File: config.mk
export PLATFORM = sky130hd
export DESIGN_NAME = bullet_ctrl_flat
export DESIGN_NICKNAME = d
export VERILOG_FILES = /design/src/rtl/invaders_pkg.sv /design/src/rtl/bullet_ctrl_if.sv /design/src/rtl/bullet_step_timer.sv /design/src/rtl/bullet_ctrl.sv /design/src/flat_wrapper.sv
export SDC_FILE = /design/constraint.sdc
export NUM_CORES = 1
export LEC_CHECK = 0
export CAP_MARGIN = 25
export CORE_MARGIN = 3
export CORE_UTILIZATION = 57
export CTS_BUF_LIST = sky130_fd_sc_hd__clkbuf_8 sky130_fd_sc_hd__clkbuf_16
export CTS_CLUSTER_SIZE = 40
export DETAILED_ROUTE_END_ITERATION = 7
export PLACE_DENSITY = 0.8
export SYNTH_ARGS = -nofsm -noshare
export SYNTH_HDL_FRONTEND = slang
export SYNTH_HIERARCHICAL = 1
export SYNTH_SLANG_ARGS = --single-unit
File: constraint.sdc
create_clock -name i_clk_36MHz -period 3.3 [get_ports i_clk_36MHz]
set_clock_uncertainty 0.05 [all_clocks]
set_input_delay 0.66 -clock i_clk_36MHz [delete_from_list [all_inputs] [get_ports i_clk_36MHz]]
set_output_delay 0.66 -clock i_clk_36MHz [all_outputs]
set_load 0.01 [all_outputs]
File: src/rtl/invaders_pkg.sv
// Shared types and widths for the invaders playfield and its bullet generator.
package invaders_pkg;

  localparam int BULLET_X_W = 5;
  localparam int BULLET_Y_W = 4;

  // Row driven while no bullet is in flight; invaders never reports a hit here.
  localparam int unsigned PARK_Y_DEFAULT = 15;

  typedef enum logic [1:0] {
    IDLE,
    FLYING,
    RETIRE
  } bullet_state_t;

  function automatic logic [7:0] sat_inc8(input logic [7:0] value);
    return (value == 8'hFF) ? value : value + 8'd1;
  endfunction

endpackage

File: src/rtl/bullet_ctrl_if.sv
// Bullet generator <-> game top level signal bundle.
// o_hit_count exists only when BULLET_HIT_COUNT_EN is defined.
interface bullet_ctrl_if;
  import invaders_pkg::*;

  logic                  i_fire;
  logic [BULLET_X_W-1:0] i_cannon_x;
  logic                  i_hit;
  logic [BULLET_X_W-1:0] o_bullet_x;
  logic [BULLET_Y_W-1:0] o_bullet_y;
  logic                  o_active;
`ifdef BULLET_HIT_COUNT_EN
  logic [7:0]            o_hit_count;

  modport master (
    output i_fire, i_cannon_x, i_hit,
    input  o_bullet_x, o_bullet_y, o_active, o_hit_count
  );
  modport slave (
    input  i_fire, i_cannon_x, i_hit,
    output o_bullet_x, o_bullet_y, o_active, o_hit_count
  );
`else
  modport master (
    output i_fire, i_cannon_x, i_hit,
    input  o_bullet_x, o_bullet_y, o_active
  );
  modport slave (
    input  i_fire, i_cannon_x, i_hit,
    output o_bullet_x, o_bullet_y, o_active
  );
`endif

endinterface

File: src/rtl/bullet_step_timer.sv
// Free-running divider producing a one-cycle tick every DIV enabled cycles.
module bullet_step_timer #(
  parameter int unsigned DIV = 1800000
) (
  input  logic i_clk,
  input  logic i_reset,
  input  logic i_clear,
  input  logic i_enable,
  output logic o_tick
);

  localparam logic [31:0] LAST = 32'(DIV - 1);

  logic [31:0] count;

  assign o_tick = i_enable && (count == LAST);

  always_ff @(posedge i_clk or posedge i_reset) begin
    if (i_reset) begin
      count <= 32'd0;
    end else if (i_clear) begin
      count <= 32'd0;
    end else if (i_enable) begin
      if (count == LAST) count <= 32'd0;
      else               count <= count + 32'd1;
    end
  end

endmodule

File: src/rtl/bullet_ctrl.sv
// Player bullet generator: launches on fire edge, climbs one row per step tick.
// Optional hit counter enabled by defining BULLET_HIT_COUNT_EN.
module bullet_ctrl
  import invaders_pkg::*;
#(
  parameter int unsigned STEP_DIV = 1800000,
  parameter int unsigned START_Y  = 14,
  parameter int unsigned PARK_Y   = PARK_Y_DEFAULT
) (
  input logic          i_clk_36MHz,
  input logic          i_reset,
  bullet_ctrl_if.slave bus
);

  localparam logic [BULLET_Y_W-1:0] START_ROW = BULLET_Y_W'(START_Y);
  localparam logic [BULLET_Y_W-1:0] PARK_ROW  = BULLET_Y_W'(PARK_Y);

  bullet_state_t         state;
  logic                  fire_q;
  logic                  fire_edge;
  logic                  step_tick;
  logic                  timer_clear;
  logic                  timer_enable;
  logic [BULLET_X_W-1:0] bullet_x;
  logic [BULLET_Y_W-1:0] bullet_y;
  logic                  active;
`ifdef BULLET_HIT_COUNT_EN
  logic [7:0]            hit_count;
`endif

  assign fire_edge    = bus.i_fire & ~fire_q;
  // Timer sits at zero outside FLYING, so every launch starts a full step period.
  assign timer_enable = (state == FLYING);
  assign timer_clear  = (state != FLYING);

  bullet_step_timer #(
    .DIV(STEP_DIV)
  ) u_step_timer (
    .i_clk    (i_clk_36MHz),
    .i_reset  (i_reset),
    .i_clear  (timer_clear),
    .i_enable (timer_enable),
    .o_tick   (step_tick)
  );

  always_ff @(posedge i_clk_36MHz or posedge i_reset) begin
    if (i_reset) begin
      state    <= IDLE;
      fire_q   <= 1'b0;
      bullet_x <= '0;
      bullet_y <= PARK_ROW;
      active   <= 1'b0;
`ifdef BULLET_HIT_COUNT_EN
      hit_count <= 8'd0;
`endif
    end else begin
      fire_q <= bus.i_fire;
      case (state)
        IDLE: begin
          if (fire_edge) begin
            state    <= FLYING;
            bullet_x <= bus.i_cannon_x;
            bullet_y <= START_ROW;
            active   <= 1'b1;
          end
        end
        FLYING: begin
          // A hit outranks a coincident tick, so the row is never decremented then.
          if (bus.i_hit) begin
            state    <= RETIRE;
            bullet_x <= '0;
            bullet_y <= PARK_ROW;
            active   <= 1'b0;
`ifdef BULLET_HIT_COUNT_EN
            hit_count <= sat_inc8(hit_count);
`endif
          end else if (step_tick) begin
            if (bullet_y == '0) begin
              state    <= RETIRE;
              bullet_x <= '0;
              bullet_y <= PARK_ROW;
              active   <= 1'b0;
            end else begin
              bullet_y <= bullet_y - 1'b1;
            end
          end
        end
        RETIRE: begin
          state <= IDLE;
        end
        default: begin
          state    <= IDLE;
          bullet_x <= '0;
          bullet_y <= PARK_ROW;
          active   <= 1'b0;
        end
      endcase
    end
  end

  assign bus.o_bullet_x = bullet_x;
  assign bus.o_bullet_y = bullet_y;
  assign bus.o_active   = active;
`ifdef BULLET_HIT_COUNT_EN
  assign bus.o_hit_count = hit_count;
`endif

endmodule

File: src/flat_wrapper.sv
// flat-port wrapper written by rule: the top's interface ports become plain ports
module bullet_ctrl_flat import invaders_pkg::*;
#(
  parameter int unsigned STEP_DIV = 1800000,
  parameter int unsigned START_Y  = 14,
  parameter int unsigned PARK_Y   = PARK_Y_DEFAULT
)
  (i_clk_36MHz, i_reset, bus_i_fire, bus_i_cannon_x, bus_i_hit, bus_o_bullet_x, bus_o_bullet_y, bus_o_active);
  bullet_ctrl_if bus_i ();
  input logic i_clk_36MHz;
  input logic i_reset;
  input wire logic [$bits(bus_i.i_fire)-1:0] bus_i_fire;
  input wire logic [$bits(bus_i.i_cannon_x)-1:0] bus_i_cannon_x;
  input wire logic [$bits(bus_i.i_hit)-1:0] bus_i_hit;
  output wire logic [$bits(bus_i.o_bullet_x)-1:0] bus_o_bullet_x;
  output wire logic [$bits(bus_i.o_bullet_y)-1:0] bus_o_bullet_y;
  output wire logic [$bits(bus_i.o_active)-1:0] bus_o_active;
  assign bus_i.i_fire = bus_i_fire;
  assign bus_i.i_cannon_x = bus_i_cannon_x;
  assign bus_i.i_hit = bus_i_hit;
  assign bus_o_bullet_x = bus_i.o_bullet_x;
  assign bus_o_bullet_y = bus_i.o_bullet_y;
  assign bus_o_active = bus_i.o_active;
  bullet_ctrl #(.STEP_DIV(STEP_DIV), .START_Y(START_Y), .PARK_Y(PARK_Y)) u_core (.i_clk_36MHz(i_clk_36MHz), .i_reset(i_reset), .bus(bus_i));
endmodule
* Word level (Yosys, flattened, before mapping)
Cells that the tools add are included.
** Word-level totals
- Register bits after elaboration :: 45
- Input port bits :: 9
- Output and inout port bits :: 10
** Cells by class
- Add/subtract/negate cells :: 2
- Eq/ne operators :: 7
- Muxes and demuxes :: 23
- Bitwise operators :: 3
- Reduce and logical (&&, ||, !) cells :: 7
** Operators by type and width (count)
- $mux W32 :: 3
- $add A32 B1 Y32 const B :: 1
- $eq A32 B21 Y1 const B :: 1
- $mux W5 :: 4
- $mux W4 :: 4
- $pmux W5 S3 :: 1
- $pmux W4 S3 :: 1
- $mux W2 :: 4
- $ne A3 B2 Y1 const B :: 2
- $reduce_and A3 Y1 :: 2
- $logic_not A4 Y1 :: 1
- $mux W1 :: 4
- $ne A2 B1 Y1 const B :: 2
- $pmux W2 S2 :: 1
- $reduce_and A4 Y1 :: 1
- $sub A4 B1 Y4 const B :: 1
- $pmux W1 S3 :: 1
- $eq A2 B1 Y1 const B :: 1
- $eq A2 B2 Y1 const B :: 1
- $logic_not A2 Y1 :: 1
- $not A1 Y1 :: 2
- $reduce_bool A2 Y1 :: 1
- $and A1 B1 Y1 :: 1
- $logic_and A1 B1 Y1 :: 1

* Logic depth before layout (Yosys ltp)
- Word-level depth :: 5
- Depth in mapped cells :: 9

* Cells and area by module
Netlist, hierarchy kept.
** Modules (own cells, without submodules)
- bullet_step_timer :: times used 1, cells an instance 188, area each 1724.2 µm², sequential area each 800.8 µm²
- bullet_ctrl :: times used 1, cells an instance 57, area each 643.1 µm², sequential area each 330.3 µm²

* Least setup slack after synthesis
OpenSTA, ideal clock, no wires.
- Path type :: reg2reg
- From :: register u_core.state[0]
- To :: register u_core.u_step_timer.count[25]
- Setup time :: 0.078 ns
- Arrival time :: 2.336 ns
- Setup slack :: 0.836 ns
- Cell stages (with the launch flop) :: 9
- Buffers on the path :: 2
- Clock period less this slack :: 2.464 ns
- Cells stage by stage :: dfrtp_1 -> buf_2 -> and2b_1 -> inv_1 -> o211ai_2 -> or4_4 -> buf_6 -> or4_1 -> a21oi_1
** Between the ends
- Word-level cells in the longest chain between the ends :: 2
- Elaborated cells between the ends (all ways) :: 4
- Those cells by class :: 2 x eq/ne; 1 x mux; 1 x reduce/logical
** Ends and longest elaborated chain
- start: declaration :: RTL line bullet_ctrl.sv:18 : bullet_state_t state;
- start signal: assignment :: RTL line bullet_ctrl.sv:48 : state <= IDLE;
- start signal: assignment :: RTL line bullet_ctrl.sv:61 : state <= FLYING;
- start signal: assignment :: RTL line bullet_ctrl.sv:70 : state <= RETIRE;
- $eq A2 B1 Y1 :: RTL line bullet_ctrl.sv:33 : assign timer_enable = (state == FLYING);
- via u_core.timer_enable :: RTL line bullet_ctrl.sv:23 : logic timer_enable;
- $reduce_bool A2 Y1 (no source line)
- end signal: assignment :: RTL line bullet_step_timer.sv:25 : else count <= count + 32'd1;
- end: declaration :: RTL line bullet_step_timer.sv:14 : logic [31:0] count;
The timed path passes the listed nets, and every way through them passes these cells.
A chain may end at the register's enable or synchronous reset.

* Worst setup path after layout
- From :: register u_core.state[0]
- To :: register u_core.u_step_timer.count[24]
Same word-level chain as after synthesis.

==> flow_summary.json <==
{
  "yosysMostFrequentCell": "dfrtp_1",
  "hpwl_mm": 3.356,
  "async_flop_share": 1.000,
  "max_stage_delay_ns": 0.80,
  "worstSetupEndpointType": "flop",
  "critPathSlowestCell": "or4_1",
  "yosysTopAreaCell": "dfrtp_1",
  "root_buffer": "clkbuf_8",
  "synth_commonest_cells": "41 x dfrtp_1, 23 x a21oi_1, 19 x nor2_1, 16 x inv_1, 15 x o31ai_1",
  "cp_data_arrival_time_ns": 2.96,
  "fmax_mhz": 358.5,
  "required_ns": 3.47,
  "cts.sinks": 45,
  "drv_slew": 0,
  "dr.pass1.iters": 4,
  "cpLargestDelayFamily": "simple AND/OR/NAND/NOR gates",
  "grt_pass1_wl_mm": 8.286,
  "fp.dieArea_mm2": 0.004963,
  "path_cells": "and2b_1, inv_1, o21ai_2, or4_1, or4_1, a21oi_1",
  "slew_headroom": 0.6363,
  "critical_path_class": "flop to flop",
  "coreArea_mm2": 0.003826,
  "hold_violations": 0,
  "min_from": "u_core/bus.o_bullet_y[1]",
  "grt_usage": 0.2069,
  "yosys_register_bits": 45,
  "irDropWorstVdd_v": 0.0002683,
  "io_pins": 19,
  "reg2reg_to": "u_core/u_step_timer/count[24]",
  "yosys-top-cells-area": "dfrtp_1 43%, a21oi_1 4.9%, o31ai_1 4.8%, dfstp_2 4.4%, or4_1 4.4%",
  "totalWireLength_mm": 4.625,
  "grt_pass1_vias": 1771,
  "holdPathEnd": "u_core/bus.o_bullet_y[1]",
  "synth_ff_type": "dfrtp_1",
  "start_util": 0.6187,
  "reg2reg_from": "u_core/state[0]",
  "synth-seq-area-share": 0.4778,
  "ant_nets": 0,
  "routedWlPerCell_um": 14.97,
  "synth_cells": 245,
  "ff2ff_path_depth": 6,
  "fin_crit_ns": 2.790,
  "fin_crit_sh": 0.8454,
  "drt-initial-drc-count": 174,
  "met3_usage": 0.05324,
  "vias": 1867,
  "cts_htree_levels": 2,
  "postSynthAreaPerCell_um2": 9.662,
  "syn-num-nets": 256,
  "yosys.cell_types.count": 44,
  "hold_path_depth": 2,
  "power_density_mw_per_mm2": 415.0,
  "rsz0062_at_grt": "false",
  "grt_max_degree": 33,
  "die_height_um": 70.45,
  "cts_inserted_buffers": 5,
  "grt-ovfl-total": 0,
  "cts_tree": "yes",
  "portBuffers": 18,
  "antenna_found_initial": 0,
  "drcViolationCount": 0,
  "p_total_w": 0.001103,
  "antennaDiodeCount": 0,
  "postCtsSetupRepairBufs": 0,
  "die_x_um": 70.45,
  "leakagePower_nw": 0.9744,
  "startpoint_type": "flop",
  "crit_top_cell": "or4_1",
  "busiest_layer": "met2",
  "clock_path_buffers": 2,
  "num_rows": 22,
  "worst-path-max-fanout": 19,
  "synth-edff-count": 0,
  "status": "completed",
  "hp-class": "flop to flop",
  "yosysWarnings": 6,
  "vias_per_cell": 6.042,
  "setup_viol": 0,
  "cts.clk_slew.worst_paths_ns": 0.08,
  "cts_resized": 0,
  "grt_util_met1": 0.2849,
  "syn2layout_area_growth_pct": 12.32,
  "drive_gt1_frac": 0.09962,
  "tightest_slew_ns": 0.5444,
  "r2r_slack_ns": 0.51,
  "worst-path-buf-inv": 1,
  "synth_top_area_frac": 0.4334,
  "finalSetupTns_ns": 0,
  "max_cap_viol_count": 0,
  "use_met2": 0.3306,
  "clkLatencyLatePin_ns": 0.29,
  "nets": 272,
  "cts_hold_buffers": 0,
  "syn_area_mm2": 0.002367,
  "gp_congestion": 0.8996
}
## worst max path at each step
stage                    startpoint                             to  slack (ns)  cells after the start
global placement    u_core/state[0]  u_core/u_step_timer/count[26]        0.61                      6
floorplan           u_core/state[0]  u_core/u_step_timer/count[25]        0.84                      8
finish              u_core/state[0]  u_core/u_step_timer/count[24]        0.51                      6
detailed placement  u_core/state[0]  u_core/u_step_timer/count[28]        0.56                      6
CTS                 u_core/state[0]  u_core/u_step_timer/count[24]        0.54                      6
global route        u_core/state[0]  u_core/u_step_timer/count[20]        0.32                      6
## power breakdown
part	switching, W	leakage, nW	total [W]	internal, W
Clock	0.000177	0.0402	0.000323	0.000146
Sequential	0.0000244	0.605	0.000608	0.000583
Combinational	0.0000901	0.329	0.000172	0.0000823
Total	0.000292	0.974	0.00110	0.000811
## worst register-to-register path: stages, from the launching register on
cell,delay [ns]
dfrtp_1,0.51
and2b_1,0.29
inv_1,0.19
o21ai_2,0.14
or4_1,0.80
or4_1,0.59
a21oi_1,0.15
## state kept, by name (all words and copies together), names as in the netlist
register / cells
u_core/u_step_timer/count: 32
u_core/bus.o_bullet_x: 5
u_core/bus.o_bullet_y: 4
u_core/state: 2
u_core/bus.o_active: 1
u_core/fire_q: 1
## layout make-up
| class | count | area [um2] |
|---|---|---|
| Fill cell | 318 | 1167 |
| Sequential cell | 45 | 1131 |
| Timing Repair Buffer | 22 | 210.2 |
| Tap cell | 48 | 60.06 |
| Clock buffer | 5 | 68.82 |
| Clock inverter | 2 | 16.27 |
| Inverter | 16 | 60.06 |
| Multi-Input combinational cell | 171 | 1112 |
## placed cells by master, fill, tap and decap left out, drive strengths merged, types with 2 or more instances in the layout
master and n:
dfrtp 41, a21oi 23, nor2 19, clkdlybuf4s50 18, inv 16, o31ai 15, or4 15, nand2 12
xnor2 11, o21ai 10, or3 9, nand3 9, nor4 6, nand4 6, clkbuf 5, a22o 5
nor3 4, dfstp 4, buf 4, nor4b 3, or3b 2, ha 2, or2 2, o311ai 2
o211ai 2, o22ai 2
## layer usage
metal | routed length, um | share of wire
met1 | 2141 | 0.46
met2 | 2281 | 0.49
met3 | 181 | 0.039
met4 | 19 | 0.0041
met5 | 0 | 0
## cells by family after synthesis
family | after synthesis | synth area share
AOI/OAI and AO/OA | 63 | 0.1797
xor gates and xnor gates | 11 | 0.04070
adders and majority gates | 2 | 0.01057
buffers and inverters | 29 | 0.05550
DFF | 45 | 0.4778
and+or+nand+nor | 95 | 0.2357
## metrics by stage
| stage | util | hold WS [ns] | area (um2) | instances | worst slack, ns |
|---|---|---|---|---|---|
| floorplan | - | 0.4449 | 2367 | 245 | 0.8363 |
| global placement | 0.6727 | 0.4113 | 2574 | 302 | 0.6135 |
| detailed placement | 0.6727 | 0.4355 | 2574 | 302 | 0.5596 |
| CTS | 0.6949 | 0.4583 | 2659 | 309 | 0.5367 |
| global route | 0.6949 | 0.4704 | 2659 | 309 | 0.3222 |
| finish | 0.6949 | 0.4544 | 2659 | 309 | 0.5102 |
Note: power is estimated with default switching activity, not from simulation.
==> edit 1, RTL diff (config.mk and constraints unchanged) <==
Set the package constant `BULLET_Y_W` to 6 (it was 4).
--- a/src/rtl/invaders_pkg.sv
+++ b/src/rtl/invaders_pkg.sv
@@ -2,7 +2,7 @@
 package invaders_pkg;
 
   localparam int BULLET_X_W = 5;
-  localparam int BULLET_Y_W = 4;
+  localparam int BULLET_Y_W = 6;
 
   // Row driven while no bullet is in flight; invaders never reports a hit here.
   localparam int unsigned PARK_Y_DEFAULT = 15;
Ports: changed (resized bus_o_bullet_y); port bits go from 19 to 21. The function was not compared with the original's and may differ.
==> edit 1 against the unedited design <==
Combinational power up 5%; die area up 6.2%; cell area up 7.2%; setup slack worse by 62 ps; global-route usage up 0.98 points; synthesized cell count up 12%; wire length up 14%; sequential cell count up 2; sequential power up 4.8%; cell count up 10%; synthesized area up 6.8%; power up 7.9%; largest power group unchanged; highest routed layer unchanged.
==> edit 1: results (changes against the unedited design) <==
power consumed by sequential cells=0.000637 W (+4.8%); number of nets in the synthesized netlist=285 (+11%); sequential share of power=0.535 (-0.016); Worst-Margin Slew=582 ps (+37.7 ps); R2R cell count=5 (-1); Placement Setup Slack=477 ps (-82.2 ps); IO Port Bufs=20 (+2); biggest area contributors in the synthesized netlist=sky130_fd_sc_hd__dfrtp_1 (43%), sky130_fd_sc_hd__a21oi_1 (5.1%), sky130_fd_sc_hd__dfstp_2 (4.2%), sky130_fd_sc_hd__or4_1 (4.2%), sky130_fd_sc_hd__xnor2_1 (3.8%); wire length of the first global-routing pass=9190 um (+11%); GR met3 Demand/Resource=0.0399 (-0.0133); maximum vdd drop=0.303 mV (+13%); fraction of layout instances using a drive strength above 1=0.0859 (-0.0137); hold slack final=463 ps (+8.28 ps); fin cells=341 (+10%); Comb power frac=0.152 (-0.004); maximum single-stage delay on the critical path=820 ps (+20 ps); post-synthesis cell count=274 (+12%); Final #Nets=301 (+11%); end of the critical path=u_core/u_step_timer/count[30]$_DFFE_PP0P_; global-route met1 utilization=0.308 (+0.0226); crit path max-delay cell type=sky130_fd_sc_hd__or4_1; Pwr Density=418 nW/um^2 (+0.68%); run status=complete, no violations; Post CTS Setup Buffer Count=0 (unchanged); sum of routed wire segments on met1=2580 um (+21%); vias in the first global route=2005 (+13%); async set-reset flop share out of synthesis=1.00 (unchanged); internal power of the cells=0.000877 W (+8.1%); mean number of vias per cell=6.20 (+2.6%); grt met2 use=0.343 (+0.0121); Total Wirelength=5250 um (+14%); DPL Wire Length=3620 um (+7.8%); number of DRC markers after the initial detailed-route iteration=148 (-15%); Layout fillers=345 (+8.5%); fraction of the yosys area taken by sequential cells=0.467 (-0.0105); overall fraction of global-route tracks in use=0.217 (+0.00984); met3 routed WL=200 um (+10%); Distinct cells, synth=42 (-4.5%); Commonest cells post-synth=sky130_fd_sc_hd__dfrtp_1 (43), sky130_fd_sc_hd__a21oi_1 (26), sky130_fd_sc_hd__nor2_1 (21); reported leakage power=1.04 nW (+7.1%); post-placement cell count=333 (+10%); placed cell areas=2750 um^2 (+6.8%); worst path arrival time=3030 ps (+70 ps)
## edit 1: cell count changes after synthesis, moves of 3 or more
cell / change
sky130_fd_sc_hd__a21oi_1: +3
sky130_fd_sc_hd__a22o_1: -5
sky130_fd_sc_hd__o31ai_1: -3
sky130_fd_sc_hd__nand2_1: +7
sky130_fd_sc_hd__o21ai_0: +9
sky130_fd_sc_hd__a32oi_1: +5
## edit 1: kinds of logic (layout without fill, tap and decap cells)
kind of cell    count (synthesis)  in the layout  share of synthesized area
buf+inv                        30             47                     0.0520
compound gates                 72             72                      0.184
simple gates                  112            112                      0.249
fa+ha+maj                       2              2                    0.00990
flops                          47             47                      0.467
xor+xnor                       11             11                     0.0381
## edit 1: final cells by class
cell class | instances | area share
clock buffer | 7 | 0.0338
clock inverter | 1 | 0.00132
inverter | 16 | 0.0211
multi-input combinational | 197 | 0.429
sequential | 47 | 0.415
tap | 50 | 0.0220
timing repair buffer | 23 | 0.0782
==> edit 2, RTL diff (config.mk and constraints unchanged) <==
Without the edit above. The 3 states of `bullet_state_t` get a one-hot encoding in 3 bits.
--- a/src/rtl/invaders_pkg.sv
+++ b/src/rtl/invaders_pkg.sv
@@ -7,10 +7,10 @@
   // Row driven while no bullet is in flight; invaders never reports a hit here.
   localparam int unsigned PARK_Y_DEFAULT = 15;
 
-  typedef enum logic [1:0] {
-    IDLE,
-    FLYING,
-    RETIRE
+  typedef enum logic [2:0] {
+    IDLE   = 3'b001,
+    FLYING = 3'b010,
+    RETIRE = 3'b100
   } bullet_state_t;
 
   function automatic logic [7:0] sat_inc8(input logic [7:0] value);
Function: same outputs for any inputs over 10 cycles, from zero or initial values and one cycle with i_reset high; not proved beyond that.
==> edit 2 against the unedited design <==
Sequential cell count grew 1; utilization shrank 1.0 points; cell area grew 6.0%; wire length grew 5.2%; via count grew 5.5%; setup slack lost 120 ps; synthesized area grew 5.7%; highest routed layer unchanged; critical path type unchanged.
Power is not compared: it rests on default switching activity, and its combinational part moved more than twofold at a synthesized area within 25%.
==> edit 2: results (changes against the unedited design) <==
overall fraction of global-route tracks in use=0.207 (about the same); wire length of the first global-routing pass=8630 um (+4.2%); Final #Nets=289 (+6.3%); reported leakage power=~1.0 nW; placed cell areas=2740 um^2 (+6.3%); Distinct cells, synth=49 (+11%); biggest area contributors in the synthesized netlist=sky130_fd_sc_hd__dfrtp_1 (41%), sky130_fd_sc_hd__dfstp_2 (5.3%), sky130_fd_sc_hd__a21oi_1 (4.6%), sky130_fd_sc_hd__or4_1 (4.2%), sky130_fd_sc_hd__o31ai_1 (3.9%); post-placement cell count=321 (+6.3%); startpoint of the worst register-to-register path=u_core/state[2]$_DFFE_PP0P_; post-synthesis cell count=259 (+5.7%); fraction of layout instances using a drive strength above 1=0.125 (+0.0258); TritonRoute pass-1 iters=5 (+1); vias after detailed routing=1969 (+5.5%); number of DRC markers after the initial detailed-route iteration=169 (-2.9%); fraction of the yosys area taken by sequential cells=0.462 (-0.0153); worst path arrival time=3080 ps (+120 ps); number of nets in the synthesized netlist=270 (+5.5%); run status=complete, no violations; Layout fillers=333 (+4.7%); R2R cell count=5 (-1); FF-to-FF End=u_core/u_step_timer/count[30]$_DFFE_PP0P_; hold slack final=466 ps (+11.5 ps); average detailed-routed wire length per instance=14.8 um (-1.2%); RD Place Congestion=0.835 (-7.2%); post-layout power=~0.0014 W; register-to-register setup slack=390 ps (-120 ps); area taken by flip-flops and latches=1160 um^2 (+2.3%)
edit 2: cell types whose count changed after synthesis, moves of 2 or more:
cell                      delta
sky130_fd_sc_hd__nand2_1     +6
sky130_fd_sc_hd__or3b_1      -2
sky130_fd_sc_hd__nor2_1      -2
sky130_fd_sc_hd__o31ai_1     -2
sky130_fd_sc_hd__a22o_1      -4
sky130_fd_sc_hd__mux2i_1     +5
sky130_fd_sc_hd__inv_1       +4
edit 2: layer usage:
| layer | up-vias | track usage | part of all wire |
|---|---|---|---|
| li1 | 986 | - | - |
| met1 | 942 | 0.271 | 0.47 |
| met2 | 35 | 0.350 | 0.48 |
| met3 | 6 | 0.0416 | 0.033 |
| met4 | 0 | 0.0585 | 0.0095 |
| met5 | - | 0 | 0 |
edit 2: worst max-delay path, stage by stage, from the launching register on:
cell and delay, ps:
sky130_fd_sc_hd__dfrtp_1 440, sky130_fd_sc_hd__nor3b_1 700, sky130_fd_sc_hd__o21ai_2 90, sky130_fd_sc_hd__or4_1 810, sky130_fd_sc_hd__or4_1 590, sky130_fd_sc_hd__a21oi_1 160
edit 2: kinds of logic (layout without fill, tap and decap cells):
family                     after synthesis  in the layout  share of synthesized area
and+or+nand+nor                        101            101                      0.242
AOI/OAI and AO/OA                       62             62                      0.173
DFF                                     46             46                      0.463
buffers and inverters                   32             52                     0.0550
xor gates and xnor gates                11             11                     0.0385
muxes                                    5              5                     0.0200
adders and majority gates                2              2                     0.0100
edit 2: area by class of cell:
| cell class | count | area share |
|---|---|---|
| well taps | 50 | 0.0222 |
| flip-flops and latches | 46 | 0.411 |
| inverters | 20 | 0.0266 |
| repair buffers | 24 | 0.0799 |
| clock inverters | 3 | 0.00488 |
| clock buffers | 5 | 0.0244 |
| multi-input cells | 181 | 0.431 |
